===== src/rtl/ariane_pkg.sv =====
// Shared core types: branch-resolve record and the performance event codes.
package ariane_pkg;

   localparam int unsigned XLEN       = 64;
   localparam int unsigned PERF_SEL_W = 4;

   typedef struct packed {
      logic valid;
      logic is_mispredict;
   } bp_resolve_t;

   typedef enum logic [PERF_SEL_W-1:0] {
      EvNone       = 4'd0,
      EvIcacheMiss = 4'd1,
      EvDcacheMiss = 4'd2,
      EvItlbMiss   = 4'd3,
      EvDtlbMiss   = 4'd4,
      EvInstrRet   = 4'd5,
      EvException  = 4'd6,
      EvEret       = 4'd7,
      EvBranch     = 4'd8,
      EvMispredict = 4'd9,
      EvSbFull     = 4'd10,
      EvIfEmpty    = 4'd11
   } perf_event_e;

   // Reserved codes 12..15 collapse to "no event" so software can probe for support.
   function automatic logic [PERF_SEL_W-1:0] legalize_sel(input logic [PERF_SEL_W-1:0] code);
      return (code > 4'd11) ? '0 : code;
   endfunction

endpackage


===== src/rtl/perf_commit_count.sv =====
// Counts commit ports that are both valid and acknowledged this cycle.
module perf_commit_count #(
   parameter int unsigned NR_COMMIT_PORTS = 2,
   localparam int unsigned CW = $clog2(NR_COMMIT_PORTS + 1)
) (
   input  logic [NR_COMMIT_PORTS-1:0] commit_instr_i,
   input  logic [NR_COMMIT_PORTS-1:0] commit_ack_i,
   output logic [CW-1:0]              count_o
);

   // Masked popcount over all commit ports.
   always_comb begin
      count_o = '0;
      for (int p = 0; p < NR_COMMIT_PORTS; p++) begin
         count_o = count_o + CW'(commit_instr_i[p] & commit_ack_i[p]);
      end
   end

endmodule


===== src/rtl/perf_event_sel.sv =====
// Per-counter event selection with inhibit and debug gating; one-cycle registered increments.
module perf_event_sel
   import ariane_pkg::*;
#(
   parameter int unsigned NR_COMMIT_PORTS = 2,
   parameter int unsigned NUM_CNT         = 6,
   localparam int unsigned CW = $clog2(NR_COMMIT_PORTS + 1)
) (
   input  logic                             clk_i,
   input  logic                             rst_ni,
   input  logic                             debug_mode_i,
   input  logic [4:0]                       addr_i,
   input  logic                             we_i,
   input  logic [XLEN-1:0]                  data_i,
   output logic [XLEN-1:0]                  data_o,
   input  logic [NR_COMMIT_PORTS-1:0]       commit_instr_i,
   input  logic [NR_COMMIT_PORTS-1:0]       commit_ack_i,
   input  logic                             l1_icache_miss_i,
   input  logic                             l1_dcache_miss_i,
   input  logic                             itlb_miss_i,
   input  logic                             dtlb_miss_i,
   input  logic                             sb_full_i,
   input  logic                             if_empty_i,
   input  logic                             ex_i,
   input  logic                             eret_i,
   input  bp_resolve_t                      resolved_branch_i,
   output logic [NUM_CNT-1:0][CW-1:0]       inc_o
);

   logic [NUM_CNT-1:0][PERF_SEL_W-1:0] r_sel;
   logic [NUM_CNT-1:0]                 r_inhibit;
   logic [NUM_CNT-1:0][CW-1:0]         r_inc;
   logic [NUM_CNT-1:0][CW-1:0]         w_inc_d;
   logic [CW-1:0]                      w_commit_cnt;
   logic [CW-1:0]                      w_ev [16];
   logic                               w_unused_data;

   // Upper data bits are architecturally ignored on writes.
   assign w_unused_data = ^data_i;

   perf_commit_count #(
      .NR_COMMIT_PORTS (NR_COMMIT_PORTS)
   ) u_commit_count (
      .commit_instr_i (commit_instr_i),
      .commit_ack_i   (commit_ack_i),
      .count_o        (w_commit_cnt)
   );

   // CSR writes to select and inhibit registers; reserved select codes stored as 0.
   always_ff @(posedge clk_i or negedge rst_ni) begin
      if (!rst_ni) begin
         r_sel     <= '0;
         r_inhibit <= '0;
      end else if (we_i) begin
         for (int i = 0; i < NUM_CNT; i++) begin
            if (addr_i == 5'(i)) begin
               r_sel[i] <= legalize_sel(data_i[PERF_SEL_W-1:0]);
            end
         end
         if (addr_i == 5'd31) begin
            r_inhibit <= data_i[NUM_CNT-1:0];
         end
      end
   end

   // Combinational CSR read, zero-extended; unmapped addresses read 0.
   always_comb begin
      data_o = '0;
      for (int i = 0; i < NUM_CNT; i++) begin
         if (addr_i == 5'(i)) begin
            data_o[PERF_SEL_W-1:0] = r_sel[i];
         end
      end
      if (addr_i == 5'd31) begin
         data_o[NUM_CNT-1:0] = r_inhibit;
      end
   end

   // Event vector indexed by event code; unused codes stay 0.
   always_comb begin
      for (int k = 0; k < 16; k++) begin
         w_ev[k] = '0;
      end
      w_ev[EvIcacheMiss] = CW'(l1_icache_miss_i);
      w_ev[EvDcacheMiss] = CW'(l1_dcache_miss_i);
      w_ev[EvItlbMiss]   = CW'(itlb_miss_i);
      w_ev[EvDtlbMiss]   = CW'(dtlb_miss_i);
      w_ev[EvInstrRet]   = w_commit_cnt;
      w_ev[EvException]  = CW'(ex_i);
      w_ev[EvEret]       = CW'(eret_i);
      w_ev[EvBranch]     = CW'(resolved_branch_i.valid);
      w_ev[EvMispredict] = CW'(resolved_branch_i.valid & resolved_branch_i.is_mispredict);
      w_ev[EvSbFull]     = CW'(sb_full_i);
      w_ev[EvIfEmpty]    = CW'(if_empty_i);
   end

   // Select per counter using the current (pre-write) select, gated by debug and inhibit.
   always_comb begin
      for (int i = 0; i < NUM_CNT; i++) begin
         w_inc_d[i] = '0;
         if (!debug_mode_i && !r_inhibit[i]) begin
            w_inc_d[i] = w_ev[r_sel[i]];
         end
      end
   end

   // Single pipeline stage: each increment is presented for exactly one cycle.
   always_ff @(posedge clk_i or negedge rst_ni) begin
      if (!rst_ni) begin
         r_inc <= '0;
      end else begin
         r_inc <= w_inc_d;
      end
   end

   assign inc_o = r_inc;

endmodule

===== config.mk =====
export PLATFORM = sky130hd
export DESIGN_NAME = perf_event_sel
export DESIGN_NICKNAME = d
export VERILOG_FILES = /design/src/rtl/ariane_pkg.sv /design/src/rtl/perf_commit_count.sv /design/src/rtl/perf_event_sel.sv
export SDC_FILE = /design/constraint.sdc
export NUM_CORES = 1
export LEC_CHECK = 0
export BUFFER_PORTS_ARGS = -buffer_cell sky130_fd_sc_hd__buf_4
export CAP_MARGIN = 25
export CELL_PAD_IN_SITES_DETAIL_PLACEMENT = 0
export CELL_PAD_IN_SITES_GLOBAL_PLACEMENT = 1
export CORE_MARGIN = 3
export CORE_UTILIZATION = 30
export DETAILED_ROUTE_END_ITERATION = 6
export GPL_ROUTABILITY_DRIVEN = 0
export HOLD_SLACK_MARGIN = 0.05
export PLACE_DENSITY_LB_ADDON = 0.1
export SYNTH_ARGS = -nofsm -noshare
export SYNTH_HDL_FRONTEND = slang
export SYNTH_SLANG_ARGS = --single-unit

===== constraint.sdc =====
create_clock -name clk_i -period 1.5 [get_ports clk_i]
set_clock_uncertainty 0.1 [all_clocks]
set_input_delay 0 -clock clk_i [delete_from_list [all_inputs] [get_ports clk_i]]
set_output_delay 0 -clock clk_i [all_outputs]
set_load 0.01 [all_outputs]

==> summary.txt <==
global route total overflow -> 0
CP startpoint kind -> flip-flop
Inserted Clock Buffers -> 5
XOR/XNOR Fraction of Synth Area -> 0%
clk buf depth -> 2
failing checks -> setup timing
clk sinks -> 42
Reg2Reg Setup Slack -> -0.05 ns
Area growth syn-to-layout -> 29.6%
drt drc -> 0
Setup TNS -> -0.770 ns
TritonCTS clock tree -> built
CP endpoint kind -> primary output
synthesized area per cell -> 11.0 um2
worst hold path startpoint -> we_i
sequential share of the synthesized area -> 35.1%
Worst Path Required -> 1.40 ns
Final Max Slew Viols -> 0
wire per inst -> 17.5 um
Post-Synthesis Cell Area -> 3000 um2
Antenna Nets Post-Route -> 0
Synth Area in Simple Gates -> 11.6%
Yosys warning count -> 0
CORE AREA -> 9460 um2
register area -> 1060 um2
compound-gate portion of the synthesized area -> 12.2%
crit path from -> r_sel[5]
diode count -> 0
Worst R2R Start -> r_sel[5]
Min-Delay Path Class -> input pin to flip-flop
Initial DRC Count -> 112
fmax -> 591 MHz
area leader, netlist -> dfrtp_1
Commonest cells post-synth -> buf_4, dfrtp_1, mux2_1
Detailed Place HPWL -> 6330 um
Final Core Density -> 41.1%
# IOs -> 163
CP cell instances -> mux4_2 > a22oi_2 > nor2_2 > buf_4
NumNets Final -> 449
die height -> 106 um
synthesized-area fraction occupied by adder cells -> 0.417%
Die W -> 106 um
initial antenna violation count -> 0
worst skew pair latency -> 0.30 ns
max_cap viols -> 0
area of the multi-input gates -> 1770 um2
GRT Overall Usage -> 15.2%
Mapped Cells -> 272
status -> finished, violations left
share of flip-flops with an asynchronous set or reset -> 100%
routed vias/inst -> 4.71
Leak -> 0.00181 uW
die area -> 11200 um2
H-tree levels -> 2
DR pass1 iterations -> 5
period utilization -> 113%
register bit total from synthesis -> 42
measured slew at the worst slew-check pin -> 0.567 ns
via count -> 2314
CP max FO -> 2
first-pass GRT wire length -> 13200 um
pwr dens -> 929 nW/um2
main combinational cell family by area after synthesis -> multiplexers
I/O Buffers -> 46
top-count cell post-synth -> buf_4
pin count of the biggest net entering global routing -> 43
RSZ-0062 raised after global routing -> yes
WP buf/inv -> 1
Yosys cell types -> 49
final hold viol count -> 0
multiplexer share of the synthesized area -> 22.7%
critical path class -> flip-flop to primary output
vias in the first global route -> 2301
Slowest-stage cell, CP -> mux4_2
number of flops mapped to enable cells by yosys -> 0
drt total wl -> 8610 um
Layout fillers -> 945
Initial Util -> 31.7%
clk slew on worst S/H paths -> 0.09 ns
Critical Path AT -> 1.59 ns
share of cells above drive strength 1 -> 39.0%
PnR worst setup slack -> -0.193 ns
main area contributors after synthesis -> dfrtp_1, buf_4, mux2_1, mux4_2, mux2i_1
share of the synthesized area in the top cell type -> 35.1%
Final Power -> 3610 uW
std cell rows -> 35
crit-path leading delay family -> multiplexers
Tmin final -> 1.69 ns
Clock Tree Root -> clkbuf_8
max incr delay on CP -> 0.47 ns
Slew HR -> 62.2%
Main synth FF type -> dfrtp_1
Worst IR Drop VDD -> 0.000329 V
Final Setup Violations -> 9
[metrics by stage]
stage	instances	cell area, um2	worst slack, ns	hold slack, ns
floorplan	329	3210	0.00942	-0.396
global placement	460	3410	-0.165	-0.0653
detailed placement	460	3410	-0.194	-0.0647
CTS	490	3810	-0.195	0.0657
global route	491	3890	-0.258	0.0832
finish	491	3890	-0.193	0.0642
[per-layer routing]
metal  part of all wire, %  track usage, %  routed length, um
met2                    47            24.6               4080
met4                  0.41            3.52                 35
met3                   4.5            2.73                386
met1                    48            21.1               4110
met5                     0               0                  0
[path summary, 6_finish.rpt]
kind | endpoint | cells after the start
setup / recovery | data_o[1] | 4
hold / removal | r_sel[22] | 3
setup reg to reg | inc_o[2] | 4
hold reg to reg | inc_o[11] | 1
max in group asynchronous | r_sel[16] | 2
min in group asynchronous | inc_o[1] | 2
[cell type report]
cell class                      count  area share, %
Clock buffer                        6           2.12
Sequential cell                    42           27.3
Tap cell                          129           4.15
Timing Repair Buffer               98           20.4
Clock inverter                      2          0.322
Inverter                            1         0.0966
Multi-Input combinational cell    213           45.6
[sequential cells by signal, summed over array words and instances (netlist names)]
| register | count |
|---|---|
| r_inhibit | 6 |
| r_sel | 24 |
| inc_o | 12 |
[worst min-delay path, cell delays in order]
cell and delay [ns]:
buf_4 0.13, nand4_2 0.15, mux2_1 0.14
[cell usage in the layout, fill, tap and decap left out, drive strengths merged, types with 4 or more instances in the layout]
cell type,n
a2111oi,5
a211o,4
a211oi,8
a21oi,6
a221o,4
a22oi,4
and2,4
buf,88
clkbuf,6
conb,58
dfrtp,42
dlygate4sd3,10
mux2,31
mux2i,13
mux4,9
nand3,5
nand3b,5
nor2,11
nor3,5
o21bai,4
o22ai,4
[timing repair]
action / 4_1_cts / 5_1_grt
hold endpoints to repair: 54 / 0
gates resized for setup: 31 / 11
pin swaps: 19 / 9
endpoints found under the setup margin: 9 / 10
hold buffers: 10 / 0
buffers inserted: 12 / 3
[cells by family (layout without fill, tap and decap cells)]
logic type,count (synthesis),in the layout
fa+ha+maj,1,1
compound gates,48,48
simple gates,53,53
mux,53,53
buf+inv,74,107
other cells,1,58
flops,42,42
[where the power goes]
part	internal [uW]	switching (uW)
clock network	371	429
registers	1290	159
logic	707	649
total	2370	1240
Power figures use the tool's default switching activity.
